==> config.mk <==
export PLATFORM = sky130hd
export DESIGN_NAME = ncl_wavefront_driver
export DESIGN_NICKNAME = d
export VERILOG_FILES = /design/src/rtl/ncl_wavefront_driver.sv
export SDC_FILE = /design/constraint.sdc
export NUM_CORES = 1
export LEC_CHECK = 0
export CORE_ASPECT_RATIO = 1.1
export CORE_UTILIZATION = 25
export CTS_BUF_LIST = sky130_fd_sc_hd__clkbuf_8
export DETAILED_ROUTE_END_ITERATION = 6
export DONT_BUFFER_PORTS = 1
export GPL_TIMING_DRIVEN = 0
export PLACE_DENSITY = 0.47
export REMOVE_ABC_BUFFERS = 1
export SETUP_SLACK_MARGIN = 0.4
export SYNTH_ARGS = -nofsm -noshare
export SYNTH_HDL_FRONTEND = slang
export SYNTH_SLANG_ARGS = --single-unit
export TNS_END_PERCENT = 50
==> constraint.sdc <==
create_clock -name clk -period 2.2 [get_ports clk]
set_clock_uncertainty 0.2 [all_clocks]
set_input_delay 0.22 -clock clk [delete_from_list [all_inputs] [get_ports clk]]
set_output_delay 0.22 -clock clk [all_outputs]
set_load 0.02 [all_outputs]
==> src/rtl/ncl_wavefront_driver.sv <==
// Drives one four-phase NCL wavefront (DATA then NULL) per stimulus vector
// onto a dual-rail gate under test and captures the single-output response.
//
// state     | meaning
// ----------+---------------------------------------------------------
// WAIT_STIM | rails at NULL, idle, accepting the next stimulus vector
// DATA_PH   | DATA driven, waiting for exactly one output rail high
// NULL_PH   | NULL driven, waiting for both output rails low
// ERROR     | timeout or illegal output seen; rails NULL until rst
module ncl_wavefront_driver #(
    parameter int INPUT_PORTS = 3,
    parameter int TIMEOUT     = 16,
    parameter int CNT_W       = 16
) (
    input  logic                   clk,
    input  logic                   rst,
    input  logic [INPUT_PORTS-1:0] stm_value,
    input  logic                   stm_valid,
    output logic                   stm_ack,
    output logic [INPUT_PORTS-1:0] din_t,
    output logic [INPUT_PORTS-1:0] din_f,
    input  logic                   dut_t,
    input  logic                   dut_f,
    output logic                   resp_valid,
    output logic                   resp_value,
    output logic [INPUT_PORTS-1:0] resp_stim,
    output logic [CNT_W-1:0]       vec_count,
    output logic                   busy,
    output logic                   err_timeout,
    output logic                   err_illegal
);

    localparam int TW = $clog2(TIMEOUT);
    localparam logic [TW-1:0] TC_LOAD = TW'(TIMEOUT - 1);

    typedef enum logic [1:0] {
        WAIT_STIM,
        DATA_PH,
        NULL_PH,
        ERROR
    } state_t;

    state_t                 state, state_n;
    logic [TW-1:0]          tmr, tmr_n;
    logic [INPUT_PORTS-1:0] din_t_n, din_f_n, resp_stim_n;
    logic                   stm_ack_n, resp_valid_n, resp_value_n;
    logic                   busy_n, err_timeout_n, err_illegal_n;
    logic [CNT_W-1:0]       vec_count_n;

    // Phase timer counts down from TIMEOUT-1; expiry at zero is the
    // TIMEOUT-th sampling edge of the phase. Completion is tested first,
    // so a response on the terminal edge still counts as completion.
    always_comb begin
        state_n       = state;
        tmr_n         = tmr;
        din_t_n       = din_t;
        din_f_n       = din_f;
        stm_ack_n     = 1'b0;
        resp_valid_n  = 1'b0;
        resp_value_n  = resp_value;
        resp_stim_n   = resp_stim;
        vec_count_n   = vec_count;
        err_timeout_n = err_timeout;
        err_illegal_n = err_illegal;

        case (state)
            WAIT_STIM: begin
                if (stm_valid) begin
                    stm_ack_n   = 1'b1;
                    din_t_n     = stm_value;
                    din_f_n     = ~stm_value;
                    resp_stim_n = stm_value;
                    tmr_n       = TC_LOAD;
                    state_n     = DATA_PH;
                end
            end
            DATA_PH: begin
                if (dut_t && dut_f) begin
                    err_illegal_n = 1'b1;
                    din_t_n       = '0;
                    din_f_n       = '0;
                    state_n       = ERROR;
                end else if (dut_t ^ dut_f) begin
                    resp_value_n = dut_t;
                    resp_valid_n = 1'b1;
                    din_t_n      = '0;
                    din_f_n      = '0;
                    tmr_n        = TC_LOAD;
                    state_n      = NULL_PH;
                end else if (tmr == '0) begin
                    err_timeout_n = 1'b1;
                    din_t_n       = '0;
                    din_f_n       = '0;
                    state_n       = ERROR;
                end else begin
                    tmr_n = tmr - 1'b1;
                end
            end
            NULL_PH: begin
                if (dut_t && dut_f) begin
                    err_illegal_n = 1'b1;
                    state_n       = ERROR;
                end else if (!dut_t && !dut_f) begin
                    vec_count_n = vec_count + 1'b1;
                    state_n     = WAIT_STIM;
                end else if (tmr == '0) begin
                    err_timeout_n = 1'b1;
                    state_n       = ERROR;
                end else begin
                    tmr_n = tmr - 1'b1;
                end
            end
            ERROR: begin
                din_t_n = '0;
                din_f_n = '0;
            end
            default: begin
                din_t_n = '0;
                din_f_n = '0;
                state_n = ERROR;
            end
        endcase

        busy_n = (state_n != WAIT_STIM);
    end

    always_ff @(posedge clk) begin
        if (rst) begin
            state       <= WAIT_STIM;
            tmr         <= '0;
            din_t       <= '0;
            din_f       <= '0;
            stm_ack     <= 1'b0;
            resp_valid  <= 1'b0;
            resp_value  <= 1'b0;
            resp_stim   <= '0;
            vec_count   <= '0;
            busy        <= 1'b0;
            err_timeout <= 1'b0;
            err_illegal <= 1'b0;
        end else begin
            state       <= state_n;
            tmr         <= tmr_n;
            din_t       <= din_t_n;
            din_f       <= din_f_n;
            stm_ack     <= stm_ack_n;
            resp_valid  <= resp_valid_n;
            resp_value  <= resp_value_n;
            resp_stim   <= resp_stim_n;
            vec_count   <= vec_count_n;
            busy        <= busy_n;
            err_timeout <= err_timeout_n;
            err_illegal <= err_illegal_n;
        end
    end

endmodule

==> summary.txt <==
Drt
  • Number of DRC violations after detailed routing: 0
  • Iteration count of the initial detailed-routing pass: 4
  • Detailed-route wire length per cell: 13.8 µm
  • Drt initial violations: 29
  • Vias per Instance: 4.79
  • Vias after detailed routing: ~1.6k
  • Post-route ant nets: 0
  • Routed Wire Length: 4490 µm

Critical path
  • Maximum fanout along the worst path: 8
  • Type of origin of the critical path: register
  • R2R Path Start: state[0]$_SDFF_PP0_
  • Cells traversed along the worst timing path: inv_4 > ha_4 > nand3_4 > or2_4 > or3_1 > a21oi_1
  • Arrival time at the worst endpoint: 1.80 ns
  • Master of the slowest instance on the critical path: sky130_fd_sc_hd__dfxtp_4
  • CP endpoint kind: register
  • Crit path max-delay family: simple AND/OR/NAND/NOR gates
  • Type of the worst setup path: register to register
  • CP required: ~2.2 ns
  • Biggest cell delay along the critical path: around 0.37 ns
  • Crit path buffers/inverters: 1
  • Crit path from: state[0]$_SDFF_PP0_

Final layout
  • Most used cells in the layout excluding fill and tap cells: sky130_fd_sc_hd__nor2_1, sky130_fd_sc_hd__dfxtp_1, sky130_fd_sc_hd__a21oi_1
  • Area added between synthesis and finish: 31.0%
  • Footprint of the multi-input gates: 1160 µm²
  • Filler Cell Count: 739
  • Most common cell after layout, fill and taps aside: sky130_fd_sc_hd__nor2_1
  • Total inserted antenna cells: 0
  • Post-layout instance area: 2380 µm²
  • Nets: 258
  • Fraction of final layout cells with drive strength greater than 1: 0.249
  • Area taken by flip-flops and latches: 768 µm²

Placement
  • Number of input and output port buffers inserted: 0
  • Setup slack after placement: approximately 0.045 ns
  • Last weighted congestion value of the routability-driven placer: slightly below 0.8
  • Post-Place Cell Area: 1890 µm²
  • DPL Wire Length: 2820 µm

Yosys
  • Most area-consuming cells after synthesis: sky130_fd_sc_hd__dfxtp_1, sky130_fd_sc_hd__nor2_1, sky130_fd_sc_hd__ha_1
  • Yosys warns: 0
  • Unique cell type count in the Yosys netlist: 40
  • Number of standard cells after synthesis: 219
  • #FFs+latches synth: 37
  • Share of synthesized area occupied by flip-flops and latches: 0.408
  • Most area-hungry cell type in the Yosys netlist: sky130_fd_sc_hd__dfxtp_1
  • Area fraction of the dominant cell type after synthesis: 0.408
  • Synthesized cell area: 1820 µm²
  • Syn Area/Cell: 8.29 µm²

Timing
  • Maximum achievable frequency: 561 MHz
  • Setup repair after global routing missed its margin: true
  • Post-route fraction of the period consumed by the critical path: 0.810
  • Final count of pins violating max slew: 0
  • Slew @ Worst Pin: 0.405 ns
  • Final number of setup-violating endpoints: 0
  • Slew headroom: 0.730
  • Post-route worst setup slack: 0.418 ns
  • Number of hold violations in the final report: 0
  • Final Critical Period: 1.78 ns
  • Setup TNS: 0 ns

Die
  • I/O pin count: 39
  • Die area: 7610 µm²
  • Height of the chip: 91.4 µm
  • DIE WIDTH: between 80 and 90 µm
  • # rows: 32
  • Starting density of the core: 0.259
  • Area inside the core boundary: 7010 µm²

Clock tree
  • Clock-pin transition on the worst setup and hold timing paths: 0.07 ns
  • Num CTS Buffers: 5
  • Skew-Pair Late Insertion Delay: 0.29 ns
  • Number of buffers between clock root and the deepest sink: 2
  • CTS tree: done
  • Clock root buffer master: sky130_fd_sc_hd__clkbuf_8
  • Deepest level of the CTS H-tree: 2
  • Total number of clock tree sinks: 37

Pwr
  • VDD IR-drop max: 0.000305 V
  • Design Power: between 2 and 3 mW
  • Power density relative to cell area: 1120 nW/µm²
  • Cell leakage power: 0.880 nW

Min path
  • Source of the worst hold timing path: rst
  • Hold Path Class: primary input to register

Run
  • Maxcap violations: 0

Global routing
  • Global-route wire length before repair: 7040 µm
  • Overall routing resource usage: 0.117
  • Vias in the first global route: roughly 1.5k
  • Maximum number of pins on one net before global-route repair: 35
  • Remaining global-route overflow: 0
  • Antenna violations before repair: 0

Status
  • Status: complete, no violations
## kinds of logic after synthesis
logic type               Yosys count  share of synthesized area
XOR/XNOR                          12                     0.0579
multiplexers                       5                     0.0283
adder cells (fa/ha/maj)            9                     0.0620
buffers and inverters             21                     0.0455
AO/OA/AOI/OAI                     32                      0.108
flip-flops                        37                      0.408
AND/OR/NAND/NOR                  103                      0.291
## what timing repair did
action | CTS | global route
pin swaps | 2 | 5
hold buffers | 14 | 0
cloned | 0 | 1
setup endpoints to repair | 23 | 25
setup buffers | 2 | 6
resized for setup | 27 | 28
endpoints found under the hold margin | 37 | 0
## sequential cells by signal (all words and copies together), names as in the netlist
| name | flops |
|---|---|
| busy | 1 |
| din_f | 3 |
| din_t | 3 |
| err_illegal | 1 |
| err_timeout | 1 |
| resp_stim | 3 |
| resp_valid | 1 |
| resp_value | 1 |
| state | 2 |
| stm_ack | 1 |
| tmr | 4 |
| vec_count | 16 |
## synth_stat cells, drive strengths merged
library cell,number
o21ai,4
nor3,10
clkbuf,4
dfxtp,37
xor2,4
nand2b,9
a31o,1
and4,2
mux2,1
nor3b,1
o22ai,1
ha,9
nor2,37
a21oi,17
nand3,13
o32ai,1
xnor2,8
or3b,1
a311oi,1
mux2i,4
buf,4
o311a,1
nor2b,1
a211o,1
a211oi,3
or2,1
inv,13
and2,1
a41oi,1
nor4,4
or3,2
a21o,1
nand4,4
nand3b,1
nand2,16
## per-layer routing
metal  track usage  up-vias  part of all wire  wire length [µm]
met5             0        -                 0                 0
met1         0.126      728              0.42              1870
met2         0.198       30              0.51              2300
li1              -      796                 -                 -
met3        0.0473        8             0.057               254
met4        0.0546        0             0.014                65
## worst paths after layout
kind                                endpoint  slack [ns]  cells after the start
hold reg to reg          tmr[0]$_SDFFE_PP0P_        0.32                      2
setup reg to reg   vec_count[9]$_SDFFE_PP0P_        0.42                      6
setup / recovery   vec_count[9]$_SDFFE_PP0P_        0.42                      6
hold / removal    vec_count[15]$_SDFFE_PP0P_        0.09                      3
## power breakdown
part	switching, mW	internal (mW)	total [mW]
Sequential	0.220	0.807	1.03
Combinational	0.601	0.556	1.16
Clock	0.237	0.244	0.481
Total	1.06	1.61	2.67
## per-stage QoR
stage / cells / util / hold WS (ns)
after global routing: 326 / 0.339 / 0.102
after detailed placement: 296 / 0.269 / 0.0959
after CTS: 319 / 0.315 / 0.0733
final: 326 / 0.339 / 0.0920
after global placement: 296 / 0.269 / 0.0948
after floorplan: 211 / - / 0.0891
## cell type report
cell class,count,share of cell area
Clock inverter,1,0.00158
Timing Repair Buffer,22,0.0873
Tap cell,85,0.0447
Inverter,13,0.0216
Multi-Input combinational cell,162,0.487
Sequential cell,37,0.323
Clock buffer,6,0.0347
## worst register-to-register path, delay by kind of cell, from the launching register on
family | cells | cell delay (ns)
DFF | 1 | 0.37
and+or+nand+nor | 3 | 0.70
AOI/OAI and AO/OA | 1 | 0.14
buffers and inverters | 1 | 0.10
adders and majority gates | 1 | 0.20
(Power assumes the default switching activity.)
